File: src/rtl/alp_pkg.sv
// Shared definitions for the ALP cipher engines: S-box tables, GF(2^8) helpers,
// the per-round rotation amount and the iterative engine state encoding.
package alp_pkg;

    typedef enum logic [1:0] {IDLE, RUN, DONE} alp_state_t;

    localparam logic [7:0] GF_POLY = 8'h1B;

    // Nibble v of every table sits at bits [4v+3:4v].
    localparam logic [63:0] SBOX [4] = '{
        64'h0123456789ABCDEF,
        64'h543210EDCBA9876F,
        64'hBA9EDC601572438F,
        64'hEDC01245B3A6987F
    };

    localparam logic [63:0] SBOX_INV [4] = '{
        64'h0123456789ABCDEF,
        64'h0987654321FEDCBA,
        64'h0CBAFED159632478,
        64'h0FED753214896ABC
    };

    function automatic logic [7:0] xtime(input logic [7:0] a);
        return {a[6:0], 1'b0} ^ (a[7] ? GF_POLY : 8'h00);
    endfunction

    // Rotation is 1..8; a value of 8 means the byte passes through unrotated.
    function automatic logic [3:0] rho(input logic [3:0] r);
        return (r & 4'd7) + 4'd1;
    endfunction

    function automatic logic [3:0] sbox_lookup(input logic [1:0] sel, input logic [3:0] v);
        logic [63:0] w;
        w = SBOX[sel];
        return w[{v, 2'b00} +: 4];
    endfunction

    function automatic logic [3:0] sbox_inv_lookup(input logic [1:0] sel, input logic [3:0] v);
        logic [63:0] w;
        w = SBOX_INV[sel];
        return w[{v, 2'b00} +: 4];
    endfunction

endpackage

File: src/rtl/encralp_round.sv
// One combinational ALP encryption round: key whitening, inverse S-box layer,
// MixColumns, per-round byte rotation and output key mix.
module encralp_round
    import alp_pkg::*;
(
    input  logic [31:0]  state_in,
    input  logic [255:0] key,
    input  logic [3:0]   r,
    output logic [31:0]  state_out
);

    logic [31:0]     p;
    logic [31:0]     m;
    logic [7:0]      b1, b2, b3, b4;
    logic [3:0][7:0] a;
    logic [3:0]      rot;

    function automatic logic [7:0] kbyte(input logic [255:0] k, input logic [4:0] idx);
        return k[{idx, 3'b000} +: 8];
    endfunction

    function automatic logic [1:0] ksel(input logic [255:0] k, input logic [4:0] idx);
        return k[{idx, 3'b000} +: 2];
    endfunction

    // A shift of the doubled byte gives a left rotate, and a shift of 8 is identity.
    function automatic logic [7:0] rotl(input logic [7:0] v, input logic [3:0] n);
        logic [15:0] t;
        t = {v, v} << n;
        return t[15:8];
    endfunction

    always_comb begin
        p = '0;
        m = '0;
        for (int j = 0; j < 4; j++)
            p[8*j +: 8] = state_in[8*j +: 8] ^ kbyte(key, {1'b0, r} + 5'(j));
        for (int k = 0; k < 8; k++)
            m[4*k +: 4] = sbox_inv_lookup(ksel(key, {1'b0, r} + 5'(2*k)), p[4*k +: 4]);
    end

    assign b3 = m[7:0];
    assign b4 = m[15:8];
    assign b1 = m[23:16];
    assign b2 = m[31:24];

    assign a[0] = xtime(b1) ^ xtime(b2) ^ b2 ^ b3 ^ b4;
    assign a[1] = b1 ^ xtime(b2) ^ xtime(b3) ^ b3 ^ b4;
    assign a[2] = b1 ^ b2 ^ xtime(b3) ^ xtime(b4) ^ b4;
    assign a[3] = xtime(b1) ^ b1 ^ b2 ^ b3 ^ xtime(b4);

    assign rot = rho(r);

    always_comb begin
        state_out = '0;
        for (int j = 0; j < 4; j++)
            state_out[8*j +: 8] = rotl(a[j], rot) ^ kbyte(key, 5'd28 - {1'b0, r} + 5'(j));
    end

endmodule

File: src/rtl/encralp_iter.sv
// Iterative ALP encryption engine: accepts a block and key, runs one round per
// clock through a shared round datapath, then holds the ciphertext until taken.
module encralp_iter
    import alp_pkg::*;
#(
    parameter int NROUNDS = 16
)
(
    input  logic         clk,
    input  logic         rst_n,
    input  logic         in_valid,
    output logic         in_ready,
    input  logic [7:0]   in1,
    input  logic [7:0]   in2,
    input  logic [7:0]   in3,
    input  logic [7:0]   in4,
    input  logic [255:0] key,
    output logic         out_valid,
    input  logic         out_ready,
    output logic [7:0]   out1,
    output logic [7:0]   out2,
    output logic [7:0]   out3,
    output logic [7:0]   out4,
    output logic         busy
);

    localparam logic [3:0] LAST_RC = 4'(NROUNDS - 1);

    alp_state_t   st;
    logic [31:0]  data;
    logic [31:0]  rnd_out;
    logic [255:0] key_q;
    logic [3:0]   rc;

    encralp_round u_round (
        .state_in  (data),
        .key       (key_q),
        .r         (rc),
        .state_out (rnd_out)
    );

    // Handshake flags are registered alongside the state so they decode the state only.
    always_ff @(posedge clk or negedge rst_n) begin
        if (!rst_n) begin
            st        <= IDLE;
            in_ready  <= 1'b1;
            out_valid <= 1'b0;
            busy      <= 1'b0;
            out1      <= 8'h00;
            out2      <= 8'h00;
            out3      <= 8'h00;
            out4      <= 8'h00;
            rc        <= 4'd0;
            data      <= '0;
            key_q     <= '0;
        end else begin
            case (st)
                IDLE: begin
                    if (in_valid) begin
                        data     <= {in4, in3, in2, in1};
                        key_q    <= key;
                        rc       <= 4'd0;
                        st       <= RUN;
                        in_ready <= 1'b0;
                        busy     <= 1'b1;
                    end
                end
                RUN: begin
                    data <= rnd_out;
                    if (rc == LAST_RC) begin
                        {out4, out3, out2, out1} <= rnd_out;
                        out_valid <= 1'b1;
                        st        <= DONE;
                    end else begin
                        rc <= rc + 4'd1;
                    end
                end
                DONE: begin
                    if (out_ready) begin
                        out_valid <= 1'b0;
                        busy      <= 1'b0;
                        in_ready  <= 1'b1;
                        st        <= IDLE;
                    end
                end
                default: begin
                    st        <= IDLE;
                    in_ready  <= 1'b1;
                    out_valid <= 1'b0;
                    busy      <= 1'b0;
                end
            endcase
        end
    end

endmodule

File: config.mk
export PLATFORM = sky130hd
export DESIGN_NAME = encralp_iter
export DESIGN_NICKNAME = d
export VERILOG_FILES = /design/src/rtl/alp_pkg.sv /design/src/rtl/encralp_round.sv /design/src/rtl/encralp_iter.sv
export SDC_FILE = /design/constraint.sdc
export NUM_CORES = 1
export LEC_CHECK = 0
export CORE_MARGIN = 3
export CORE_UTILIZATION = 57
export DETAILED_ROUTE_END_ITERATION = 6
export DONT_BUFFER_PORTS = 1
export PLACE_DENSITY_LB_ADDON = 0.25
export RECOVER_POWER = 100
export SYNTH_ARGS = -nofsm -noshare
export SYNTH_HDL_FRONTEND = slang
export SYNTH_HIERARCHICAL = 1
export SYNTH_SLANG_ARGS = --single-unit
export TNS_END_PERCENT = 50
File: constraint.sdc
create_clock -name clk -period 23.9 [get_ports clk]
set_input_delay 3.585 -clock clk [delete_from_list [all_inputs] [get_ports clk]]
set_output_delay 3.585 -clock clk [all_outputs]
set_load 0.01 [all_outputs]
# Word-level counts from Yosys, hierarchy flattened
# Index checks and enable logic that the tools add are counted.
word_totals:
  reg_bits: 329
  in_bits: 292
  out_inout_bits: 35
  elab_cells: 161
classes:
  add_sub_neg: 15
  order_cmp: 8
  eq_ne: 7
  shifts: 28
  muxes: 45
  bitwise: 38
  n_reduce_logical: 9
ops:
  columns: ["op", "count"]
  rows:
  - ["$shiftx A256 B9 Y2", 7]
  - ["$shiftx A256 B9 Y8", 7]
  - ["$bmux W64 S2", 8]
  - ["$mux W64", 16]
  - ["$shiftx A64 B7 Y4", 8]
  - ["$shiftx A256 B8 Y2", 1]
  - ["$shiftx A256 B8 Y8", 1]
  - ["$xor A8 B8 Y8", 28]
  - ["$pmux W32 S2", 1]
  - ["$shl A16 B4 Y16", 4]
  - ["$mux W32", 1]
  - ["$ge A3 B3 Y1 const B", 8]
  - ["$not A2 Y3", 8]
  - ["$add A4 B4 Y5 const B", 4]
  - ["$mux W5", 4]
  - ["$reduce_and A3 Y1", 4]
  - ["$add A4 B2 Y5 const B", 2]
  - ["$add A4 B3 Y5 const B", 2]
  - ["$add A5 B2 Y5 const B", 2]
  - ["$pmux W1 S3", 3]
  - ["$mux W4", 2]
  - ["$ne A2 B2 Y1 const B", 4]
  - ["$pmux W4 S2", 1]
  - ["$mux W2", 3]
  - ["other kinds (14)", 21]

# Logic depth before layout (Yosys ltp)
# Gate-level depths: netlist of run 1.
depth:
  word_depth: 16
  ltp_mapped: 30
  depth_no_buf: 21

# By module
# Netlist of run 1, hierarchy kept.
modules_own_cells:
  columns: ["module", "instances", "cells_per_inst", "area_per_inst_um2", "seq_area_each_um2"]
  rows:
  - ["encralp_round", 1, 2216, 20768.7, 0.0]
  - ["encralp_iter", 1, 786, 12667.1, 8234.1]

# Least setup slack after synthesis of run 1
# OpenSTA, ideal clock, no wires.
synth_timing:
  path_type: "flip-flop to flip-flop"
  from: "reg rc[0]"
  to: "reg out4[0]"
  setup_ns: 0.125
  arrival_ns: 7.472
  t_required_ns: 23.775
  slack_ns: 16.303
  path_stages_with_launch: 29
  n_path_buf: 16
  period_less_slack_ns: 7.597
  path_cell_list: "dfrtp_1 -> buf_4 -> buf_6 -> inv_1 -> buf_2 -> buf_2 -> buf_2 -> buf_1 -> buf_1 -> clkbuf_1 -> clkbuf_1 -> clkbuf_1 -> ha_1 -> clkbuf_1 -> inv_2 -> buf_1 -> clkbuf_1 -> ha_1 -> a21oi_1 -> xnor2_1 -> clkbuf_1 -> buf_1 -> clkbuf_1 -> mux4_2 -> nand2_1 -> nand3_1 -> o21ai_0 -> xnor2_1 -> mux2_2"
synth_via:
  elab_chain_cells: 15
  word_cells_on_any_way: 81
  cone_classes: "12 x add/sub; 1 x eq/ne; 22 x shift; 26 x mux; 19 x bitwise; 1 x reduce/logical"
synth_lines:
  columns: ["item", "line_no", "rtl"]
  rows:
  - ["start: declaration", "encralp_iter.sv:33", "logic [3:0] rc;"]
  - ["start signal: assignment", "encralp_iter.sv:75", "rc <= rc + 4'd1;"]
  - ["$add A4 B4 Y5", "encralp_round.sv:39", "m[4*k +: 4] = sbox_inv_lookup(ksel(key, {1'b0, r} + 5'(2*k)), p[4*k +: 4]);"]
  - ["$shiftx A256 B9 Y2", "encralp_round.sv:23", "return k[{idx, 3'b000} +: 2];"]
  - ["$not A2 Y3 (implied by the code)", "alp_pkg.sv:41", "w = SBOX_INV[sel];"]
  - ["$bmux W64 S2", "alp_pkg.sv:41", null]
  - ["$mux W64 (implied by the code) (2 in a row)", "alp_pkg.sv:41", null]
  - ["$shiftx A64 B7 Y4", "alp_pkg.sv:42", "return w[{v, 2'b00} +: 4];"]
  - ["$mux W5", "alp_pkg.sv:25", "return {a[6:0], 1'b0} ^ (a[7] ? GF_POLY : 8'h00);"]
  - ["$xor A8 B8 Y8", "alp_pkg.sv:25", null]
  - ["$xor A8 B8 Y8 (4 in a row)", "encralp_round.sv:50", "assign a[3] = xtime(b1) ^ b1 ^ b2 ^ b3 ^ xtime(b4);"]
  - ["$shl A16 B4 Y16", "encralp_round.sv:29", "t = {v, v} << n;"]
  - ["$xor A8 B8 Y8 (*)", "encralp_round.sv:57", "state_out[8*j +: 8] = rotl(a[j], rot) ^ kbyte(key, 5'd28 - {1'b0, r} + 5'(j));"]
  - ["via rnd_out[24]", "encralp_iter.sv:31", "logic [31:0] rnd_out;"]
  - ["end signal: assignment", "encralp_iter.sv:71", "{out4, out3, out2, out1} <= rnd_out;"]
  - ["end: declaration", "encralp_iter.sv:23", "output logic [7:0] out4,"]
# Mark *: on every way through the listed nets, which the timed path passes. The rest lies on a longest branch. The select of a mux whose other input is x is not followed.
# A chain may end at the register's enable or synchronous reset.

# Worst setup path in the final report of run 1
layout_timing:
  from: "in in_valid"
  to: "reg key_q[104]"
layout_via:
  elab_chain_cells: 1
layout_lines:
  columns: ["item", "line_no", "rtl"]
  rows:
  - ["start: declaration", "encralp_iter.sv:11", "input logic in_valid,"]
  - ["$reduce_and A2 Y1 (no line)", null, null]
  - ["end signal: assignment", "encralp_iter.sv:61", "key_q <= key;"]
  - ["end: declaration", "encralp_iter.sv:32", "logic [255:0] key_q;"]
# No other way between the ends.

==> results.tsv, run 1 <==
stage	metric	value	unit
cells_and_area	drive_gt1_frac	0.288	
die	ios	327	
global_route	grt_usage	0.408	
global_route	antenna_found_initial	7	
setup_path	cp_max_fo	177	
synthesis	synth_fa_ha_area_frac	0.0236	
setup_path	crit_arrival	15130	ps
synthesis	synth_nets	3357	
clocking	clkSinkCount	329	
routing	via_per_inst	7.62	
routing	drt_iter0_markers	3749	
placed_design	dpl.hpwl	95600	um
die	die_w	248	um
cells_and_area	final_common_cell	dfrtp_1	
clocking	cts_inserted_buffers	36	
timing	fmax	68.1	MHz
setup_path	cp-end-kind	register	
synthesis	yosys_warnings	6	
placed_design	post_dp_cell_area	33500	um^2
synthesis	synth-xor-area-share	0.0606	
global_route	grt-ovfl-total	0	
global_route	grt_max_degree	330	
worst_hold_path	holdPathStages	2	
synthesis	ys_seq_area_frac	0.246	
clocking	htree_num_levels	2	
placed_design	finalWeightedCongestion	1.03	
status	violations	capacitance limit, slew limit	
cells_and_area	final-seq-area	8240	um^2
routing	ant_nets	0	
routing	drc	0	
synthesis	postSynthAreaPerCell	11.1	um^2
cells_and_area	finish.instance_area	34700	um^2
worst_hold_path	hold_path_class	reg -> reg	
synthesis	yosys_register_bits	329	
synthesis	synth_top_family_by_area	multiplexers	
clocking	clk_pin_slew	60	ps
setup_path	cp_common_cell	clkbuf_1	
cells_and_area	num-fill-cells	4839	
global_route	grt_pass1_wl	184000	um
synthesis	synthCells	3002	
placed_design	place_inst	3581	
synthesis	synthFlopType	dfrtp_1	
setup_path	crit_chain	nor3b_1, clkbuf_1, clkbuf_1, mux2_2	
setup_path	cpPeakStageDelay	6280	ps
die	coreArea	57900	um^2
timing	rsz0062_at_grt	false	
timing	max_slew.worst_pin.slew	8960	ps
die	die_y	248	um
clocking	cts_setup_buffers	0	
timing	min_period	14690	ps
setup_path	startpoint_type	primary input	
synthesis	synth-simple-area-share	0.0894	
cells_and_area	layout.nets	3209	
clocking	clockBufferDepth	3	
routing	drt_wl_total	128000	um
synthesis	ys_types	123	
timing	fin_crit_sh	0.615	
status	status	finished with violations	
global_route	grt_pass1_vias	26800	
die	num_rows	88	
die	dieArea	61600	um^2
clocking	clock_latency	560	ps
setup_path	crit_type	in -> reg	
die	start_util	0.577	
timing	slew_headroom	-4.97	
placed_design	portBuffers	0	
clocking	cts_resized	0	
setup_path	critPathSlowestCell	clkbuf_1	
setup_path	cpLargestDelayFamily	buffers and inverters	
synthesis	yosys-top-cells-area	dfrtp_1 25%, mux4_2 21%, mux2_2 11%, mux2i_1 7.9%, nand2_1 2.7%	
cells_and_area	area_growth	3.78	%
clocking	hold_buffers	0	
flow_run	maxCapViolations	5	
cells_and_area	final_cell_mix	325 x dfrtp_1, 324 x mux2_2, 312 x mux4_2	
setup_path	r2r_end	data[31]$_DFFE_PN0P_	
setup_path	r2r_cells	20	
timing	tns	0	ps
timing	report.final.slew_viol_count	363	
cells_and_area	multiInputGateArea	23700	um^2
setup_path	reg2reg_slack	11590	ps
clocking	cts-root-buf	clkbuf_16	
routing	routedWlPerCell	35.0	um
synthesis	post-synth-top-area-fraction	0.245	
timing	skew	27.8	ps
cells_and_area	stdcell_count	3649	
clocking	tritoncts	built	
routing	num_vias	27800	
timing	finalHoldViolCount	0	
synthesis	synth_top_area_cell	dfrtp_1	
synthesis	synth_compound_area_frac	0.130	
worst_hold_path	worstHoldStart	data[9]$_DFFE_PN0P_	
setup_path	cp.required	24340	ps
synthesis	syn_area	33400	um^2
synthesis	ys_async_sr_fraction	1.00	
routing	first_pass_iters	7	
setup_path	cp_num_buf_inv	2	
setup_path	r2r-start	rc[2]$_DFFE_PN0P_	
worst_hold_path	min_to	data[9]$_DFFE_PN0P_	
synthesis	synth_edf_count	0	
synthesis	synth_mux_area_frac	0.402	
timing	setup_viol	0	
flip-flops by register name, indices dropped and copies added (netlist names):
signal and flops:
busy 1, data 32, in_ready 1, key_q 256, out1 8, out2 8, out3 8, out4 8
out_valid 1, rc 4, st 2
logic make-up after synthesis:
family / count (synthesis)
and+or+nand+nor: 615
buffers and inverters: 291
muxes: 911
adders and majority gates: 63
xor gates and xnor gates: 175
DFF: 329
AOI/OAI and AO/OA: 618
final cells by class:
type / instances / area share
antenna: 4 / 0.000288
inverter: 55 / 0.00620
timing repair buffer: 50 / 0.0107
multi-input combinational: 2382 / 0.682
tap: 765 / 0.0276
sequential: 329 / 0.238
clock buffer: 54 / 0.0308
clock inverter: 10 / 0.00501
metrics by stage:
step	hold slack [ps]	setup slack (ps)	util
3_3_place_gp	473	16320	0.579
5_1_grt	534	8260	0.599
3_5_place_dp	485	16140	0.579
2_1_floorplan	448	16300	-
4_1_cts	497	16090	0.600
6_report	495	9210	0.599
Yosys cell counts (25+ instances only):
| library cell | n |
|---|---|
| xnor2_1 | 84 |
| a211oi_1 | 35 |
| o211ai_1 | 40 |
| o21ai_0 | 137 |
| a21oi_1 | 80 |
| mux4_2 | 312 |
| nand2_1 | 242 |
| dfrtp_1 | 328 |
| nor3_1 | 31 |
| o22ai_1 | 37 |
| a22oi_1 | 26 |
| buf_1 | 37 |
| mux2_2 | 328 |
| inv_1 | 50 |
| buf_2 | 37 |
| mux2i_1 | 265 |
| clkbuf_1 | 91 |
| nand3_1 | 68 |
| nor2_1 | 115 |
| xor2_1 | 51 |
| buf_6 | 45 |
| a31oi_1 | 37 |
| ha_1 | 63 |
| xnor3_1 | 25 |
worst max-delay path by stage:
stage / startpoint / slack, ps / endpoint / cells past startpoint
floorplan: rc[0]$_DFFE_PN0P_ / 16300 / out4[0]$_DFFE_PN0P_ / 28
global placement: rc[0]$_DFFE_PN0P_ / 16320 / data[10]$_DFFE_PN0P_ / 16
detailed placement: rc[2]$_DFFE_PN0P_ / 16140 / data[10]$_DFFE_PN0P_ / 22
CTS: rc[2]$_DFFE_PN0P_ / 16090 / data[10]$_DFFE_PN0P_ / 22
global route: in_valid / 8260 / key_q[96]$_DFFE_PN0P_ / 4
finish: in_valid / 9210 / key_q[104]$_DFFE_PN0P_ / 4
per-layer routing:
metal  up-vias  track usage  wire, um
met5         -            0        40
met3       437        0.149     16700
met1     13800        0.503     44800
met2      2041        0.615     56400
li1      11500            -         -
met4         6        0.242      9680
worst min-delay path: stages (launching register included):
cell and delay [ps]:
dfrtp_1 350, nand2_1 50, o21ai_0 60
Power of run 1 is left out: the tool's default activity adds up to more than one toggle a clock period on the data nets, which glitch-free logic cannot reach.
==> run 2, diff against run 1 <==
clock period = 12.59 ns   (was 23.9 ns; I/O delays follow)
==> results.tsv, run 2 (synthesis results as in run 1) <==
stage	metric	value	unit	change
status	status	finished with violations		
status	violations	capacitance limit, slew limit		
clocking	clk_pin_slew	60	ps	about the same
timing	tns	0	ps	unchanged
die	dieArea	61600	um^2	unchanged
timing	rsz0062_at_grt	false		
clocking	hold_buffers	0		unchanged
cells_and_area	final_cell_mix	324 x dfrtp_1, 323 x mux2_2, 312 x mux4_2		
setup_path	crit_chain	clkbuf_1, mux2_2, o22ai_1, a221oi_1, xnor2_1, mux2_1, a31oi_1, a32oi_1, o221ai_1, xor2_1, xnor2_1, xor2_1, o21ai_0, o2111ai_1, o31ai_1, xnor2_1, mux2i_1, o21ai_0		
setup_path	critPathSlowestCell	clkbuf_1		
global_route	antenna_found_initial	14		+7
clocking	cts_inserted_buffers	38		+5.6%
cells_and_area	area_growth	3.98	%	
die	num_rows	88		unchanged
setup_path	cp.required	13090	ps	-11250 ps
global_route	grt_usage	0.406		-0.00118
timing	report.final.slew_viol_count	328		-9.6%
routing	first_pass_iters	6		-1
setup_path	cp_num_buf_inv	1		-1
timing	slew_headroom	-1.88		+3.09
cells_and_area	largest_reg_flops	256		unchanged
timing	fmax	103	MHz	
routing	routedWlPerCell	34.9	um	-0.25%
global_route	grt_pass1_vias	26600		-0.69%
clocking	cts-root-buf	clkbuf_16		
global_route	grt_pass1_wl	184000	um	-0.24%
global_route	grt-ovfl-total	0		unchanged
clocking	cts_setup_buffers	0		unchanged
cells_and_area	layout.nets	3203		-0.19%
worst_hold_path	hold_path_class	reg -> reg		
setup_path	cpLargestDelayFamily	compound AO/OA/AOI/OAI gates		
setup_path	crit_type	reg -> reg		
setup_path	cp_max_fo	58		-67%
die	coreArea	57900	um^2	unchanged
clocking	tritoncts	built		
flow_run	maxCapViolations	4		-1
timing	max_slew.worst_pin.slew	4320	ps	-4640 ps
timing	fin_crit_sh	0.772		
die	start_util	0.577		unchanged
global_route	grt_max_degree	330		unchanged
routing	ant_nets	0		unchanged
clocking	clock_latency	590	ps	+30 ps
clocking	cts_resized	0		unchanged
setup_path	startpoint_type	register		
cells_and_area	top_regs	key_q: 256 flops, data: 32 flops		
clocking	clkSinkCount	329		unchanged
placed_design	dpl.hpwl	95400	um	-0.20%
timing	skew	29.8	ps	+1.97 ps
cells_and_area	final_common_cell	dfrtp_1		
clocking	clockBufferDepth	3		unchanged
routing	via_per_inst	7.63		+0.17%
routing	drc	0		unchanged
die	ios	327		unchanged
setup_path	crit_arrival	10220	ps	-4910 ps
setup_path	cpPeakStageDelay	2540	ps	-3740 ps
timing	setup_viol	0		unchanged
placed_design	portBuffers	0		unchanged
cells_and_area	final_util	0.600		+0.00114
setup_path	cp_common_cell	xnor2_1		
cells_and_area	largest-register	key_q		
setup_path	cp-end-kind	register		
die	die_y	248	um	unchanged
routing	drt_iter0_markers	4101		+9.4%
routing	num_vias	27900		+0.20%
cells_and_area	drive_gt1_frac	0.288		+0.000848
timing	min_period	9720	ps	
routing	drt_wl_total	127000	um	-0.22%
placed_design	finalWeightedCongestion	1.05		+1.1%
timing	finalHoldViolCount	0		unchanged
die	die_w	248	um	unchanged
clocking	htree_num_levels	2		unchanged
setup_path	reg2reg_slack	2870	ps	-8720 ps
## run 2: path summary, 6_finish.rpt
path / to / cells past startpoint / start
worst min register to register: data[9]$_DFFE_PN0P_ / 2 / data[9]$_DFFE_PN0P_
min in group asynchronous: data[29]$_DFFE_PN0P_ / 0 / rst_n
worst max-delay path: data[10]$_DFFE_PN0P_ / 18 / rc[1]$_DFFE_PN0P_
worst max register to register: data[10]$_DFFE_PN0P_ / 18 / rc[1]$_DFFE_PN0P_
max in group asynchronous: key_q[0]$_DFFE_PN0P_ / 0 / rst_n
worst min-delay path: data[9]$_DFFE_PN0P_ / 2 / data[9]$_DFFE_PN0P_
## run 2: layer usage
| metal | global-route usage | vias to the layer above | wire [um] |
|---|---|---|---|
| met4 | 0.235 | 10 | 9050 |
| li1 | - | 11500 | - |
| met2 | 0.600 | 2061 | 55700 |
| met1 | 0.521 | 13900 | 45400 |
| met5 | 0 | - | 68 |
| met3 | 0.140 | 418 | 17100 |
## run 2: metrics by stage
stage | setup slack, ps | instance area, um^2 | cells | hold slack (ps)
after CTS | 5130 | 34800 | 3640 | 484
after floorplan | 4990 | 33400 | 3002 | 448
after global placement | 5270 | 33500 | 3573 | 474
after detailed placement | 5170 | 33500 | 3573 | 474
after global routing | 2310 | 34700 | 3642 | 512
final | 2870 | 34800 | 3650 | 487
## run 2: layout make-up
cell class	instances	area [um^2]
clock buffer	52	1110
clock inverter	15	189
multi-input combinational	2382	23700
inverter	55	216
sequential	329	8250
antenna	10	25.0
fill	4807	23100
timing repair buffer	42	355
tap	765	957
## run 2: worst register-to-register path, delay by kind of cell (launching register included)
| kind | cells | cell delay [ps] |
|---|---|---|
| flip-flops | 1 | 970 |
| AO/OA/AOI/OAI | 9 | 2940 |
| buffers and inverters | 1 | 2590 |
| multiplexers | 3 | 1210 |
| XOR/XNOR | 5 | 1940 |
Power of run 2 is left out for the same reason.
